## src/rtl/trap_sequencer.sv

```systemverilog
// Trap sequencer: captures exceptions/interrupts, drains the pipe,
// strobes the CSR context switch and redirects fetch to the trap vector.
module trap_sequencer #(
  parameter int DRAIN_MAX = 15
) (
  input  logic        CLK,
  input  logic        RESET,
  input  logic        IRQ_EXT,
  input  logic        IRQ_SW,
  input  logic        IRQ_TMR,
  input  logic [2:0]  IRQ_EN,
  input  logic        GIE,
  input  logic        EXC_VALID,
  input  logic [4:0]  EXC_CODE,
  input  logic [63:0] EXC_PC,
  input  logic [63:0] PC_NEXT,
  input  logic        PIPE_IDLE,
  input  logic        REDIR_ACK,
  output logic        STALL,
  output logic        CS,
  output logic [63:0] CAUSE,
  output logic [63:0] NPC,
  output logic        REDIR_VALID,
  output logic        BUSY,
  output logic [15:0] TRAP_CNT
);

  localparam int CW = (DRAIN_MAX < 1) ? 1 : $clog2(DRAIN_MAX + 1);
  localparam logic [CW-1:0] DMAX = CW'(DRAIN_MAX);

  typedef enum logic [1:0] {
    IDLE,
    DRAIN,
    SAVE,
    REDIRECT
  } state_t;

  state_t        state;
  state_t        state_nx;
  logic [CW-1:0] drain_cnt;
  logic          is_exc;
  logic [15:0]   trap_cnt;
  logic [2:0]    irq_act;
  logic [4:0]    irq_code;
  logic          capture;

  assign irq_act = {IRQ_EXT, IRQ_SW, IRQ_TMR} & IRQ_EN;
  assign capture = EXC_VALID || (GIE && (|irq_act));

  // Fixed priority among interrupts: EXT > SW > TMR
  always_comb begin
    irq_code = 5'd0;
    if (irq_act[2])      irq_code = 5'd11;
    else if (irq_act[1]) irq_code = 5'd3;
    else if (irq_act[0]) irq_code = 5'd7;
  end

  always_ff @(posedge CLK or posedge RESET) begin
    if (RESET) state <= IDLE;
    else       state <= state_nx;
  end

  always_comb begin
    state_nx = state;
    unique case (state)
      IDLE:     if (capture) state_nx = DRAIN;
      DRAIN:    if (PIPE_IDLE || drain_cnt == DMAX) state_nx = SAVE;
      SAVE:     state_nx = REDIRECT;
      REDIRECT: if (REDIR_ACK) state_nx = IDLE;
      default:  state_nx = IDLE;
    endcase
  end

  always_ff @(posedge CLK or posedge RESET) begin
    if (RESET) begin
      CAUSE     <= 64'd0;
      NPC       <= 64'd0;
      is_exc    <= 1'b0;
      drain_cnt <= '0;
      trap_cnt  <= 16'd0;
    end else begin
      unique case (state)
        IDLE: begin
          if (capture) begin
            is_exc    <= EXC_VALID;
            drain_cnt <= '0;
            if (EXC_VALID) begin
              CAUSE <= {59'd0, EXC_CODE};
              NPC   <= EXC_PC;
            end else begin
              CAUSE <= {1'b1, 58'd0, irq_code};
              NPC   <= PC_NEXT;
            end
          end
        end
        DRAIN: begin
          drain_cnt <= drain_cnt + CW'(1);
          // A late exception overrides an interrupt; the first exception wins
          if (EXC_VALID && !is_exc) begin
            is_exc <= 1'b1;
            CAUSE  <= {59'd0, EXC_CODE};
            NPC    <= EXC_PC;
          end
        end
        SAVE:     trap_cnt <= trap_cnt + 16'd1;
        REDIRECT: ;
        default:  ;
      endcase
    end
  end

  assign BUSY        = (state != IDLE);
  assign STALL       = (state != IDLE);
  assign CS          = (state == SAVE);
  assign REDIR_VALID = (state == REDIRECT);
  assign TRAP_CNT    = trap_cnt;

endmodule
```

## config.mk

```make
export PLATFORM = sky130hd
export DESIGN_NAME = trap_sequencer
export DESIGN_NICKNAME = d
export VERILOG_FILES = /design/src/rtl/trap_sequencer.sv
export SDC_FILE = /design/constraint.sdc
export NUM_CORES = 1
export LEC_CHECK = 0
export ABC_AREA = 1
export CORE_ASPECT_RATIO = 0.5
export CORE_MARGIN = 2
export CORE_UTILIZATION = 40
export DETAILED_ROUTE_END_ITERATION = 16
export GPL_ROUTABILITY_DRIVEN = 0
export PLACE_DENSITY = 0.9
export SLEW_MARGIN = 20
export SYNTH_ARGS = -nofsm -noshare
export SYNTH_HDL_FRONTEND = slang
export SYNTH_SLANG_ARGS = --single-unit
```

## constraint.sdc

```tcl
create_clock -name CLK -period 7.1 [get_ports CLK]
set_input_delay 0.71 -clock CLK [delete_from_list [all_inputs] [get_ports CLK]]
set_output_delay 0.71 -clock CLK [all_outputs]
set_load 0.005 [all_outputs]
```

==> results of run 1 <==
## kinds of logic after synthesis
logic type | count (synthesis)
buf+inv | 121
other cells | 1
xor+xnor | 11
flops | 93
compound gates | 4
simple gates | 508
mux | 1
fa+ha+maj | 7
## cell type report
type,instances,share of cell area
multi-input combinational,589,0.3760
timing repair buffer,237,0.2764
tap,204,0.02983
sequential,93,0.2720
clock buffer,10,0.02676
inverter,24,0.01097
clock inverter,6,0.008043
## worst min-delay path by stage
stage | from | end | slack [ns] | cells after the start
global placement | CAUSE[2] | CAUSE[2] | 0.48 | 2
finish | CAUSE[2] | CAUSE[2] | 0.50 | 2
global route | CAUSE[2] | CAUSE[2] | 0.53 | 2
detailed placement | CAUSE[2] | CAUSE[2] | 0.47 | 2
CTS | CAUSE[2] | CAUSE[2] | 0.50 | 2
floorplan | drain_cnt[1] | drain_cnt[1] | 0.47 | 2
## flip-flops by register name, indices dropped and copies added (netlist names)
signal	flops
TRAP_CNT	16
NPC	64
is_exc	1
CAUSE	6
state	2
drain_cnt	4
## power groups by stage
stage | registers [mW] | clock network (mW) | logic (mW)
6_report | 0.995 | 0.489 | 1.96
3_3_place_gp | 0.992 | 0 | 1.91
5_1_grt | 1.02 | 0.526 | 2.16
4_1_cts | 0.998 | 0.500 | 1.98
2_1_floorplan | 1.01 | 0 | 1.40
3_5_place_dp | 1.00 | 0 | 1.97
## critical path: cells and delay by family
| kind | cells | cell delay, ns |
|---|---|---|
| buf+inv | 1 | 0.47 |
| simple gates | 7 | 2.03 |
## per-stage QoR
step	hold WS (ns)	cell area (µm²)	utilization
after floorplan	0.4683	6379	-
after global placement	0.4834	8257	0.5413
after detailed placement	0.4681	8257	0.5413
after CTS	0.4960	8554	0.5608
after global routing	0.5255	8556	0.5609
final	0.4955	8556	0.5609
## cells in the final DEF (no fill, tap or decap), types with 9 or more instances in the layout
master and count:
nand3_1 82, dfrtp_1 93, clkbuf_16 9, inv_1 19
nand2_2 72, nand2_1 249, clkdlybuf4s50_1 234, conb_1 58
nor2_1 20, nand2_4 72
## routing by layer
layer,track usage,vias to the layer above
met2,0.3499,161
li1,-,2602
met1,0.2116,2488
met4,0.07046,0
met3,0.03137,36
met5,0,-
==> flow_summary.ini, run 1 <==
[sta]
timing_worst_slew_pin_value_ns = 1.148
finalMaxSlewViolations = 0
rsz_0062_raised_after_global_routing = false
layout_min_cycle_time_ns = 3.135
timing.final.setup_violations = 0
maximum_achievable_frequency_ghz = 0.3190
slew-limit-headroom = 0.2347
timing.final.crit_share = 0.4415
clock_skew_ns = 0.01249
hold_viol = 0
postLayoutSetupSlackWorst_ns = 3.965
total_negative_slack_ns = 0

[logic_synthesis]
synthSimpleGateAreaFrac = 0.4510
largest_family_of_logic_cells_by_synthesized_area = simple AND/OR/NAND/NOR gates
synth_edf_count = 0
gate_count_after_technology_mapping = 746
synthTopCellsByCount = nand2_1 (249), dfrtp_1 (93), nand3_1 (82)
synth.largest_area_cell = dfrtp_1
post_synth_xor_area_fraction = 0.01563
synth-async-reset-ratio = 1.000
muxShareOfSynthArea = 0.001827
synth.top_cells.by_area = dfrtp_1 (38%), nand2_1 (15%), nand2_4 (13%), buf_4 (7.8%), nand2_2 (7.3%)
synth-compound-area-share = 0.003653
synth_most_common_cell = nand2_1
adder_cell_share_of_the_synthesized_area = 0.01421
synth_seq_area_share = 0.3775
average_cell_area_after_synthesis_um2 = 8.264
dominantRegCellSynth = dfrtp_1
synth-seq-cells = 93
ys_warn_count = 0
post_synth_instance_area_um2 = 6165
yosys.area.top_type_share = 0.3775
yosysUniqueCellTypes = 28

[floorplan]
die_h_um = 91.79
starting_utilization_of_the_core_area = 0.4041
core_region_area_um2 = 15250
floorplan.io_pins = 293
floorplan.die_area_um2 = 16480
placementRows = 32
dieWidth_um = 179.6

[finish]
seq_area_um2 = 2327
ratio_of_cells_with_drive_above_1_in_the_final_layout = 0.1804
multi_input_area_um2 = 3217
fillCellCount = 1310
n_antenna_cell = 0
flow.area_growth_from_synthesis_pct = 38.79
layout.nets = 1106
layout.cells.non_filler = 1163

[setup_path]
crit_path_end_kind = flop
worstSetupStartpointType = input pin
r2r_setup_slack_ns = 4.20
critPathMaxStageDelay_ns = 0.83
regToRegEndpoint = NPC[24]
crit_start = IRQ_EXT
r2r_cells = 8
cpMaxStageDelayCell = nand2_8
critical_path.max_fanout = 80
criticalPathCategory = input pin to flop
critical_path.reg2reg.startpoint = state[0]
worst-endpoint-arrival_ns = 3.36
path_cells = clkdlybuf4s50_1 -> nand2_1 -> nand3_2 -> nand2_2 -> nand2_4 -> nand2_8 -> nand2_4 -> nand2_2
critPathRequiredTime_ns = 7.32
cp-endpoint = NPC[24]

[placement]
detailedPlace.worstSlack_ns = 3.689
detailed_place_hpwl_um = 11210
dp.cells = 1147
portBuffers = 234

[drt]
m1WireLength_um = 6022
remaining_drc_errors = 0
first_pass_iters = 5
detail_route.wirelength_um = 15250
dr_wl_met2_um = 8077
via_count_of_the_routed_design = 5287
detail-route-antenna-nets = 0
post_drt_wl_per_cell_um = 13.11
met3_length_um = 698
drt-vias-per-instance = 4.546
topRoutingLayerUsed = met4
first_iter_violations = 261

[grt]
grt_pass1_vias = 5172
grt_pass1_wl_um = 25320
grt_antenna_before_repair = 0
grt.total_usage = 0.1855
globalRouteOverflowTotal = 0
grt_start_max_net_pins = 81

[power_and_ir_drop]
switching_component_of_the_power_mw = 1.493
internal_power_mw = 1.950
seqPwrFrac = 0.289
sw_frac_of_total = 0.4336
design_power_total_mw = 3.443
power.clock.fraction = 0.142
vdd_drop_max_mv = 0.4788
power.leakage_nw = 4.318
p_per_area_nw_per_um2 = 402.4
p_comb_frac = 0.569

[run]
drv.max_cap_violation_count = 0

[clock_tree]
cts_bufs_inserted = 9
clock_tree_from_tritoncts = done
postCtsHoldBufs = 0
clk_pin_slew_worst_paths_ns = 0.07
clock_tree.htree_level_count = 3
cts.path.max_buffers = 2
cts_post_setup_buffers_inserted = 0
sinks_on_the_clock_net = 93
ctsRootBufferMaster = clkbuf_16
clock_insertion_delay_worst_skew_ns = 0.34
cts_repair_resize_count = 0

[outcome]
status = finished, final reports clean

[worst_hold_path]
hp-class = flop to flop
Power figures use the tool's default switching activity.
==> run 2: changes to the inputs <==
CORE_UTILIZATION = 38   (was 40)
PLACE_DENSITY = 0.89   (was 0.9)
clock period = 2.6 ns   (was 7.1 ns; I/O delays follow)
==> run 2 against run 1 <==
Against the previous run: hold slack lost 0.14 ns; global-route usage grew 0.50 points; die area grew 5.1%.
==> flow_summary.ini, run 2 (same netlist as run 1, synthesis figures left out) <==
[sta]
rsz_0062_raised_after_global_routing = false
hold-worst-slack_ns = 0.3585
layout_min_cycle_time_ns = 2.260
timing.final.crit_share = 0.8692
total_negative_slack_ns = 0
timing.final.setup_violations = 0
slew-limit-headroom = 0.4984
hold_viol = 0
maximum_achievable_frequency_ghz = 0.4425
timing_worst_slew_pin_value_ns = 0.7523
clock_skew_ns = 0.009474
finalMaxSlewViolations = 0

[setup_path]
worstSetupStartpointType = flop
critPathRequiredTime_ns = 2.87
critical_path.max_fanout = 70
worst-endpoint-arrival_ns = 2.53
crit_path_end_kind = flop
criticalPathCategory = flop to flop

[grt]
grt_start_max_net_pins = 80
grt.total_usage = 0.1906
grt_pass1_vias = 5368
grt_pass1_wl_um = 26220
grt_antenna_before_repair = 0
globalRouteOverflowTotal = 0

[finish]
multi_input_area_um2 = 3217
ratio_of_cells_with_drive_above_1_in_the_final_layout = 0.1872
fillCellCount = 1325
n_antenna_cell = 0
largest_register_ff_count = 64
final_common_cell = nand2_1
flow.area_growth_from_synthesis_pct = 41.95
largest_register = NPC
seq_area_um2 = 2327
mostFrequentLayoutCells = nand2_1 (249), clkdlybuf4s50_1 (234), dfrtp_1 (93)
layout.nets = 1114

[drt]
first_pass_iters = 4
drt-vias-per-instance = 4.531
via_count_of_the_routed_design = 5306
remaining_drc_errors = 0
detail-route-antenna-nets = 0
first_iter_violations = 231
detail_route.wirelength_um = 16530
post_drt_wl_per_cell_um = 14.12

[placement]
portBuffers = 234
detailed_place_hpwl_um = 12300

[clock_tree]
clock_tree_from_tritoncts = done
cts_repair_resize_count = 0
cts_bufs_inserted = 9
ctsRootBufferMaster = clkbuf_16
postCtsHoldBufs = 0
clock_tree.htree_level_count = 3
clk_pin_slew_worst_paths_ns = 0.07
clock_insertion_delay_worst_skew_ns = 0.34
cts_post_setup_buffers_inserted = 0
cts.path.max_buffers = 2
sinks_on_the_clock_net = 93

[power_and_ir_drop]
seqPwrFrac = 0.278
p_per_area_nw_per_um2 = 1125
vdd_drop_max_mv = 0.7461
sw_frac_of_total = 0.4263
power.clock.fraction = 0.156
switching_component_of_the_power_mw = 4.198
internal_power_mw = 5.649
power.leakage_nw = 4.411
p_comb_frac = 0.566

[floorplan]
die_h_um = 94.07
placementRows = 32
floorplan.io_pins = 293
floorplan.die_area_um2 = 17320
dieWidth_um = 184.1
core_region_area_um2 = 15620
starting_utilization_of_the_core_area = 0.3948

[run]
drv.max_cap_violation_count = 0

[worst_hold_path]
hp-class = input pin to async pin

[outcome]
status = finished, final reports clean
-- run 2: final timing paths --
kind                              start      endpoint  slack, ns  cells after the start
min in group CLK           TRAP_CNT[15]  TRAP_CNT[15]       0.50                      2
hold reg to reg            TRAP_CNT[15]  TRAP_CNT[15]       0.50                      2
setup / recovery               state[1]       NPC[51]       0.34                      8
max in group asynchronous         RESET       NPC[51]       1.63                      3
hold / removal                    RESET       NPC[10]       0.36                      2
setup reg to reg               state[1]       NPC[51]       0.34                      8
-- run 2: power by group through the flow --
stage	registers, mW	clock network (mW)	logic (mW)
floorplan	2.75	0	3.83
global placement	2.71	0	5.44
detailed placement	2.75	0	5.62
CTS	2.74	1.56	5.64
global route	2.81	1.64	6.05
finish	2.73	1.54	5.58
-- run 2: layer usage --
| layer | up-vias | global-route usage | routed length (µm) |
|---|---|---|---|
| met3 | 28 | 0.03527 | 730 |
| met2 | 156 | 0.3642 | 8961 |
| li1 | 2620 | - | - |
| met5 | - | 0 | 0 |
| met4 | 0 | 0.06000 | 337 |
| met1 | 2502 | 0.2165 | 6499 |
-- run 2: cell type report --
type / count / area share
Sequential cell: 93 / 0.2659
Multi-Input combinational cell: 589 / 0.3676
Clock inverter: 6 / 0.01330
Tap cell: 204 / 0.02917
Inverter: 24 / 0.01072
Clock buffer: 10 / 0.02617
Timing Repair Buffer: 245 / 0.2871
-- run 2: per-stage QoR --
| stage | cells | cell area [µm²] | setup slack (ns) | util | total power [mW] |
|---|---|---|---|---|---|
| final | 1171 | 8751 | 0.3401 | 0.5604 | 9.846 |
| after global routing | 1171 | 8751 | 0.1869 | 0.5604 | 10.49 |
| after CTS | 1171 | 8751 | 0.3959 | 0.5604 | 9.939 |
| after detailed placement | 1155 | 8406 | 0.4356 | 0.5383 | 8.366 |
| after global placement | 1155 | 8406 | 0.4982 | 0.5383 | 8.152 |
| after floorplan | 803 | 6382 | 1.021 | - | 6.577 |
-- run 2: critical path, stage by stage, from the launching register on --
cell and delay, ns:
dfrtp_1 0.42, inv_1 0.12, ha_1 0.25, inv_2 0.10, nand2_2 0.10, o21a_2 0.20
buf_4 0.63, nand3_1 0.25, nand2_2 0.12
